**src/rtl/ni_flit_arbiter.sv**
```systemverilog
//==============================================================================
// ni_flit_arbiter
//
// Round-robin arbiter that shares one network-interface injection link among
// NUM_REQ local flit sources. The winning flit is captured in a one-entry
// output register and held stable until the downstream NI accepts it. A new
// flit can load on the same edge the old one leaves, which sustains one flit
// per cycle.
//
// Optional feature (compile-time macro):
//   NI_ARB_BURST_EN - the most recent winner may keep the link for up to
//                     MAX_BURST consecutive grants before normal round-robin
//                     resumes. When undefined, arbitration is strict
//                     round-robin and MAX_BURST has no effect.
//
// Parameters:
//   NUM_REQ    number of requesters (2..8)
//   FLIT_W     flit width; [FLIT_W-1:10] destination GPU, [9:0] payload
//   MAX_BURST  max consecutive grants to one requester (burst build only)
//
// Ports:
//   ACLK           in   clock, all logic on the rising edge
//   ARESETn        in   asynchronous active-low reset
//   req_data       in   flat flit bus, requester k at [k*FLIT_W +: FLIT_W]
//   req_valid      in   requester k presents a flit
//   req_ready      out  requester k's flit is taken this cycle (one-hot/zero)
//   net_data_out   out  registered flit towards the NI
//   net_valid_out  out  net_data_out holds a flit
//   net_ready_in   in   NI accepts the flit this cycle
//   grant_id       out  source index of the flit in the output register
//   busy           out  same as net_valid_out
//==============================================================================
module ni_flit_arbiter #(
    parameter int NUM_REQ   = 4,
    parameter int FLIT_W    = 16,
    parameter int MAX_BURST = 4
) (
    input  logic                       ACLK,
    input  logic                       ARESETn,
    input  logic [NUM_REQ*FLIT_W-1:0]  req_data,
    input  logic [NUM_REQ-1:0]         req_valid,
    output logic [NUM_REQ-1:0]         req_ready,
    output logic [FLIT_W-1:0]          net_data_out,
    output logic                       net_valid_out,
    input  logic                       net_ready_in,
    output logic [$clog2(NUM_REQ)-1:0] grant_id,
    output logic                       busy
);

    localparam int IDW = $clog2(NUM_REQ);

    // Reject configurations the arbitration logic is not built for.
    if (NUM_REQ < 2 || NUM_REQ > 8 || MAX_BURST < 1) begin : g_bad_param
        $error("ni_flit_arbiter: NUM_REQ must be 2..8 and MAX_BURST >= 1");
    end

    typedef enum logic {
        ST_EMPTY = 1'b0,
        ST_FULL  = 1'b1
    } state_t;

    state_t             state_q;
    logic [FLIT_W-1:0]  flit_q;
    logic [IDW-1:0]     grantId_q;
    logic [IDW-1:0]     lastGrant_q;

    logic               slotFree;
    logic               accept;
    logic               rrFound;
    logic [IDW-1:0]     rrWinner;
    logic [IDW-1:0]     winner;
    logic [FLIT_W-1:0]  winnerData;
    logic [NUM_REQ-1:0] reqReadyVec;
    int                 candSum;

    // The slot can take a new flit when it is empty, or when the flit it
    // holds is leaving on this very edge.
    assign slotFree = (state_q == ST_EMPTY) || net_ready_in;

    // Round-robin search: the first valid requester after the last winner,
    // wrapping modulo NUM_REQ (which need not be a power of two).
    always_comb begin
        rrWinner = '0;
        rrFound  = 1'b0;
        candSum  = 0;
        for (int i = 1; i <= NUM_REQ; i++) begin
            candSum = int'(lastGrant_q) + i;
            if (candSum >= NUM_REQ) begin
                candSum = candSum - NUM_REQ;
            end
            if (!rrFound && req_valid[candSum[IDW-1:0]]) begin
                rrFound  = 1'b1;
                rrWinner = candSum[IDW-1:0];
            end
        end
    end

`ifdef NI_ARB_BURST_EN
    localparam int BCW = (MAX_BURST > 1) ? $clog2(MAX_BURST) : 1;

    logic [BCW-1:0] burstCnt_q;
    logic           haveGrant_q;
    logic           burstHold;

    // The previous winner keeps the link while its burst budget lasts.
    // haveGrant_q keeps the reset value of lastGrant_q from counting as a real
    // winner, so requester 0 is still the first to be served after reset.
    assign burstHold = haveGrant_q && req_valid[lastGrant_q] &&
                       (burstCnt_q < BCW'(MAX_BURST - 1));
    assign winner    = burstHold ? lastGrant_q : rrWinner;

    // Burst length tracking: grows on repeat grants, clears when another
    // requester wins or the slot drains with nothing to load.
    always_ff @(posedge ACLK or negedge ARESETn) begin
        if (!ARESETn) begin
            burstCnt_q  <= '0;
            haveGrant_q <= 1'b0;
        end else if (accept) begin
            burstCnt_q  <= burstHold ? burstCnt_q + BCW'(1) : '0;
            haveGrant_q <= 1'b1;
        end else if (slotFree) begin
            burstCnt_q  <= '0;
        end
    end
`else
    assign winner = rrWinner;
`endif

    // rrFound is set whenever any requester is valid, in either build.
    assign accept = slotFree && rrFound;

    // Constant-slice mux keeps req_data off every combinational output path;
    // it only feeds the output register.
    always_comb begin
        winnerData = '0;
        for (int k = 0; k < NUM_REQ; k++) begin
            if (winner == IDW'(k)) begin
                winnerData = req_data[k*FLIT_W +: FLIT_W];
            end
        end
    end

    // Handshake back to the winner. Gating with ARESETn keeps every source
    // from seeing ready while the block is held in reset.
    always_comb begin
        reqReadyVec = '0;
        if (accept && ARESETn) begin
            reqReadyVec[winner] = 1'b1;
        end
    end

    assign req_ready = reqReadyVec;

    // Output slot state machine. A stalled flit (FULL, NI not ready) keeps
    // data, id and valid untouched; draining with nothing to load only clears
    // valid and leaves the last flit and id visible.
    always_ff @(posedge ACLK or negedge ARESETn) begin
        if (!ARESETn) begin
            state_q     <= ST_EMPTY;
            flit_q      <= '0;
            grantId_q   <= '0;
            lastGrant_q <= IDW'(NUM_REQ - 1);
        end else if (accept) begin
            state_q     <= ST_FULL;
            flit_q      <= winnerData;
            grantId_q   <= winner;
            lastGrant_q <= winner;
        end else if (slotFree) begin
            state_q     <= ST_EMPTY;
        end
    end

    assign net_data_out  = flit_q;
    assign net_valid_out = (state_q == ST_FULL);
    assign busy          = (state_q == ST_FULL);
    assign grant_id      = grantId_q;

endmodule
```
**config.mk**
```make
export PLATFORM = sky130hd
export DESIGN_NAME = ni_flit_arbiter
export DESIGN_NICKNAME = d
export VERILOG_FILES = /design/src/rtl/ni_flit_arbiter.sv
export SDC_FILE = /design/constraint.sdc
export NUM_CORES = 1
export LEC_CHECK = 0
export ABC_AREA = 1
export CORE_UTILIZATION = 38
export CTS_CLUSTER_SIZE = 30
export DETAILED_ROUTE_END_ITERATION = 10
export GPL_ROUTABILITY_DRIVEN = 0
export PLACE_DENSITY = 0.8
export SYNTH_ARGS = -nofsm -noshare
export SYNTH_HDL_FRONTEND = slang
export SYNTH_SLANG_ARGS = --single-unit
```
**constraint.sdc**
```tcl
create_clock -name ACLK -period 2.45 [get_ports ACLK]
set_input_delay 0.49 -clock ACLK [delete_from_list [all_inputs] [get_ports ACLK]]
set_output_delay 0.49 -clock ACLK [all_outputs]
set_load 0.01 [all_outputs]
```
# == After elaboration in Yosys (flattened, before gate mapping) ==
# Cells that the tools add are included.
# word_totals
register_bits,21
input_bits,71
output_inout_bits,24
elab_cells,67
# classes
addsub,8
magnitude_cmp,10
n_eq_ne,3
n_mux,29
bitwise_logic,1
n_reduce_logical,12
# ops
op,n
16-bit 2-to-1 mux,4
2-bit 2-to-1 mux,8
2-bit by 3-bit less-than comparator with 1-bit output (second input constant),5
1-bit 2-to-1 mux,11
3-bit >= comparator (second input constant),3
1-bit binary-select mux with 2-bit select,4
2-bit by 1-bit subtractor with 2-bit output (second input constant),4
2-bit by 2-bit adder with 3-bit output (second input constant),2
1-bit logical AND,6
2-bit by 3-bit adder with 4-bit output (second input constant),1
2-bit equality test (second input constant),2
4-bit by 3-bit >= comparator with 1-bit output (second input constant),1
4-bit 2-to-1 mux,1
2-bit by 1-bit adder with 3-bit output (second input constant),1
1-bit zero test,3
1-bit demux with 2-bit select,1
2-bit by 1-bit equality test with 1-bit output (second input constant),1
2-bit by 1-bit >= comparator with 1-bit output (second input constant),1
2-bit zero test,1
2-bit nonzero test,1
1-bit logical OR,1
1-bit NOT,1

# == Logic depth before layout (Yosys ltp) ==
# logic_depth
depth_word,20
depth_mapped,16
ltp_nobuf,15

# == Worst setup path after synthesis ==
# No wires, ideal clock.
# synth_path
path_type,register to output
startpoint,reg lastGrant_q[0]
endpoint,out req_ready[0]
arrival_ns,1.842
required_time_ns,1.960
setup_slack_ns,0.118
path_stages_with_launch,13
n_path_buf,2
path_cell_list,dfstp_2 > buf_4 > nand2_1 > nand2_1 > nand2_1 > nand2_1 > nor2_2 > nand3_2 > nand2_2 > inv_1 > buf_2 > nand2_1 > nor3_1
# synth_via
elab_chain_len,20
word_cells_on_any_way,46
classes_between,add/sub (8); order compare (6); mux (23); reduce/logical (9)
# synth_rtl
item,line_no,rtl
"start, declared",65,logic [IDW-1:0] lastGrant_q;
"start signal, assigned",162,lastGrant_q <= IDW'(NUM_REQ - 1);
"start signal, assigned",167,lastGrant_q <= winner;
2-bit by 1-bit adder with 3-bit output,87,candSum = int'(lastGrant_q) + i;
3-bit >= comparator / 2-bit by 1-bit subtractor with 2-bit output (equally long branches),"88, 89",
2-bit 2-to-1 mux,88,if (candSum >= NUM_REQ) begin
1-bit binary-select mux with 2-bit select,91,if (!rrFound && req_valid[candSum[IDW-1:0]]) begin
1-bit 2-to-1 mux (implied by the code),91,
1-bit 2-to-1 mux,91,
1-bit zero test,91,
1-bit logical AND,91,
[4 not listed],--,
1-bit zero test,91,
1-bit logical AND,91,
2-bit 2-to-1 mux,91,
2-bit by 3-bit less-than comparator with 1-bit output (implied by the code) / 2-bit by 1-bit >= comparator with 1-bit output (equally long branches),148,reqReadyVec[winner] = 1'b1;
1-bit logical AND (implied by the code),148,
1-bit 2-to-1 mux (implied by the code),148,
1-bit demux with 2-bit select,148,
4-bit 2-to-1 mux (*),147,if (accept && ARESETn) begin
"end, declared",42,"output logic [NUM_REQ-1:0] req_ready,"
# Mark *: on every way between the ends. The rest lies on a longest branch, timed or not. The select of a mux whose other input is x is not followed.

# == Final worst setup path ==
# layout_path
startpoint,reg lastGrant_q[0]
endpoint,out req_ready[2]
# Same word-level chain as after synthesis.

==> summary.txt <==
Floorplanning
  • Core Box Area: 4090 um2
  • Die Ht: a little under 70 um
  • Row cnt: 23
  • Die ar.: 4580 um2
  • Initial core utilization: roughly 40%
  • Die X-Extent: 67.7 um
  • # IOs: 95

Critical path
  • Worst Setup SP: lastGrant_q[0]$_DFFE_PN1N_
  • Arrival @ worst endpoint: between 2 and 2.5 ns
  • Slowest cell on crit path: dfstp_2
  • Worst-path cell chain: buf_6 -> nand2_1 -> nand2_2 -> nand2_2 -> nand2_1 -> nand2_1 -> nand2_2 -> buf_6 -> nor2_4 -> nor3_4 -> buf_2
  • Worst r2r dst: net_data_out[4]$_DFFE_PN0N_
  • Reg-to-Reg Start: lastGrant_q[0]$_DFFE_PN1N_
  • Crit end category: output pin
  • Worst EP required: around 2.0 ns
  • Flop-to-flop setup slack: around 0.02 ns
  • Worst r2r path cells: 16
  • Crit path launch type: flip-flop
  • WS Path Type: reg2out
  • Worst stage delay on the critical path: just under 0.6 ns
  • CP max FO: 7

Synth
  • Synth cell types: 20
  • Sequential fraction of the synthesis area: about a third
  • Top cells by area, synth: dfrtp_1 29%, nand2_1 20%, nand3_1 19%
  • Avg Inst Size Synth: between 6 and 7 um2
  • Synthesized Nets: roughly 340
  • Main synth FF type: dfrtp_1
  • Async SR Flop Fraction: 100%
  • YS warnings: 0
  • Number of synthesized flops with an enable pin: 0
  • Synth top area share: between 20 and 30%
  • Post-synthesis cell count: around 270
  • Seq cells post-synth: 21
  • Synth top cells by count: 89 x nand2_1, 63 x nand3_1, 38 x nor2_1
  • Cell Area, Synth: between 1500 and 2000 um2
  • Top-count cell post-synth: nand2_1
  • Synth area leader: dfrtp_1

Power and ir drop
  • P_leak: 1.40 nW
  • Max VDD drop: between 700 and 800 uV
  • Tot Pwr: a little under 5 mW
  • PwrDens: approximately 1600 nW/um2

Routing
  • Routed wire length: around 5.4 mm
  • Via count: roughly 2200
  • Antenna Violating Nets Remaining: 0
  • Routed wire length per instance: ~13 um
  • DRC: 0
  • DR pass1 iterations: 5
  • Via-to-Cell Ratio: ~5.1
  • Iteration-0 DRC Markers: 122

Cells and area
  • Layout cells sized above 1: approximately a quarter
  • Nets: 451
  • # diodes: 0
  • Area Growth Syn to Fin: 81.2%
  • Final Util: between 70% and 80%
  • Fillers: 334

Timing
  • Final critical-path required period: 2.51 ns
  • RSZ-0062 raised after global routing: yes
  • Setup Viol. Count Final: 4
  • Fin. max-slew vios: 0
  • Fmax: around 400 MHz
  • Relative slew margins: 79.5%
  • Fin crit share: 102%
  • Final Hold Fails: 0
  • Worst-margin pin slew: 0.308 ns
  • Clock Skews: between 0.003 and 0.004 ns
  • Fin worst setup slack: -0.0608 ns

GRT
  • Remaining global-route overflow: 0
  • GRT Total Usage: 24.0%
  • First-pass GRT wire length: around 8.3 mm
  • Largest net degree at the start of global routing: 34
  • Vias in the first global route: roughly 1900
  • Initial antenna violation count: 0

Clock tree
  • Clock slew at reported path FFs: around 0.080 ns
  • Num CTS Buffers: 3
  • Maximum clock insertion buffer count: 2
  • Root Driver: clkbuf_8
  • CTS tree: yes
  • # hold bufs at CTS: 0
  • Clock Latency Late Sink: ~0.26 ns
  • Total number of H-tree levels: 1
  • Clock sinks: 21

Place
  • Port-buffer cells: 94
  • Post-DP HPWL: around 4.0 mm

Min path
  • Hold Path Origin: net_data_out[7]$_DFFE_PN0N_
  • Hold Path Class: reg2reg
  • Worst Hold Endpoint: net_data_out[7]$_DFFE_PN0N_
  • Hold path cells: 2

Outcome
  • Status: finished, violations left
  • Failing checks: negative setup slack

Run
  • Max_cap viols: 0
[how the worst max path moves through the flow]
stage,endpoint
6_report,req_ready[2]
2_1_floorplan,req_ready[0]
3_3_place_gp,req_ready[2]
4_1_cts,req_ready[2]
5_1_grt,req_ready[2]
3_5_place_dp,req_ready[2]
[layout by cell type (no fill, tap or decap), types with 3 or more instances in the layout]
| master | synthesis | final |
|---|---|---|
| nand2_2 | 4 | 25 |
| buf_6 | 2 | 4 |
| nand3_1 | 63 | 58 |
| nand2_4 | 0 | 3 |
| buf_2 | 10 | 4 |
| dlygate4sd2_1 | 0 | 4 |
| nor2_4 | 2 | 3 |
| buf_4 | 3 | 25 |
| o21ai_1 | 4 | 3 |
| nand3_2 | 1 | 5 |
| clkdlybuf4s50_1 | 0 | 86 |
| inv_1 | 13 | 10 |
| nand2_1 | 89 | 65 |
| clkbuf_8 | 0 | 3 |
| inv_4 | 0 | 3 |
| nor2_1 | 38 | 36 |
| nand4_1 | 5 | 5 |
| dfrtp_1 | 19 | 19 |
| inv_2 | 3 | 3 |
[stage by stage]
step	cell area (um2)	hold WS [ns]	instances	worst slack, ns	TNS (ns)
4_1_cts	2900	0.485	428	0.00288	0
2_1_floorplan	1640	0.194	266	0.118	0
6_report	2970	0.479	429	-0.0608	-0.183
3_5_place_dp	2690	0.464	414	-0.536	-4.13
3_3_place_gp	2690	0.461	414	-0.472	-3.12
5_1_grt	2970	0.523	429	-0.153	-1.08
[final cells by class]
cell class                      instances  area [um2]  area share [%]
Timing Repair Buffer                  124        1170            39.3
Tap cell                               50        62.6            2.10
Inverter                               16        67.6            2.27
Clock inverter                          1        5.00           0.168
Sequential cell                        21         528            17.8
Clock buffer                            3        41.3            1.39
Multi-Input combinational cell        214        1100            37.0
[critical path, delay by kind of cell (launching register included)]
kind          cells  cell delay, ns
simple gates      8            0.77
flops             1            0.59
buf+inv           3            0.40
[power by group]
| part | internal [mW] | leakage, nW | total (mW) | switching (mW) |
|---|---|---|---|---|
| combinational | 1.72 | 1.13 | 3.99 | 2.26 |
| sequential | 0.560 | 0.243 | 0.677 | 0.118 |
| clock | 0.113 | 0.0255 | 0.228 | 0.115 |
| total | 2.40 | 1.40 | 4.89 | 2.50 |
[sequential cells by signal, indices dropped and copies added (netlist names)]
signal	flops
net_data_out	16
busy	1
grant_id	2
lastGrant_q	2
[per-layer routing]
layer / vias up / global-route usage [%] / wire, um
met3: 8 / 2.53 / 350
met1: 1005 / 30.3 / 2250
li1: 1083 / - / -
met5: - / 0 / 0
met2: 97 / 42.5 / 2750
met4: 0 / 6.65 / 81
[kinds of logic after synthesis]
logic type	count (synthesis)	synth area share, %
AO/OA/AOI/OAI	6	1.83
buffers and inverters	31	9.46
flip-flops	21	32.2
AND/OR/NAND/NOR	208	56.5
[what timing repair did]
item	in CTS	in global routing
pin swaps	19	16
resized for setup	56	17
setup buffers	10	4
setup endpoints to repair	4	20
No activity file was read; power rests on OpenSTA's default activity.
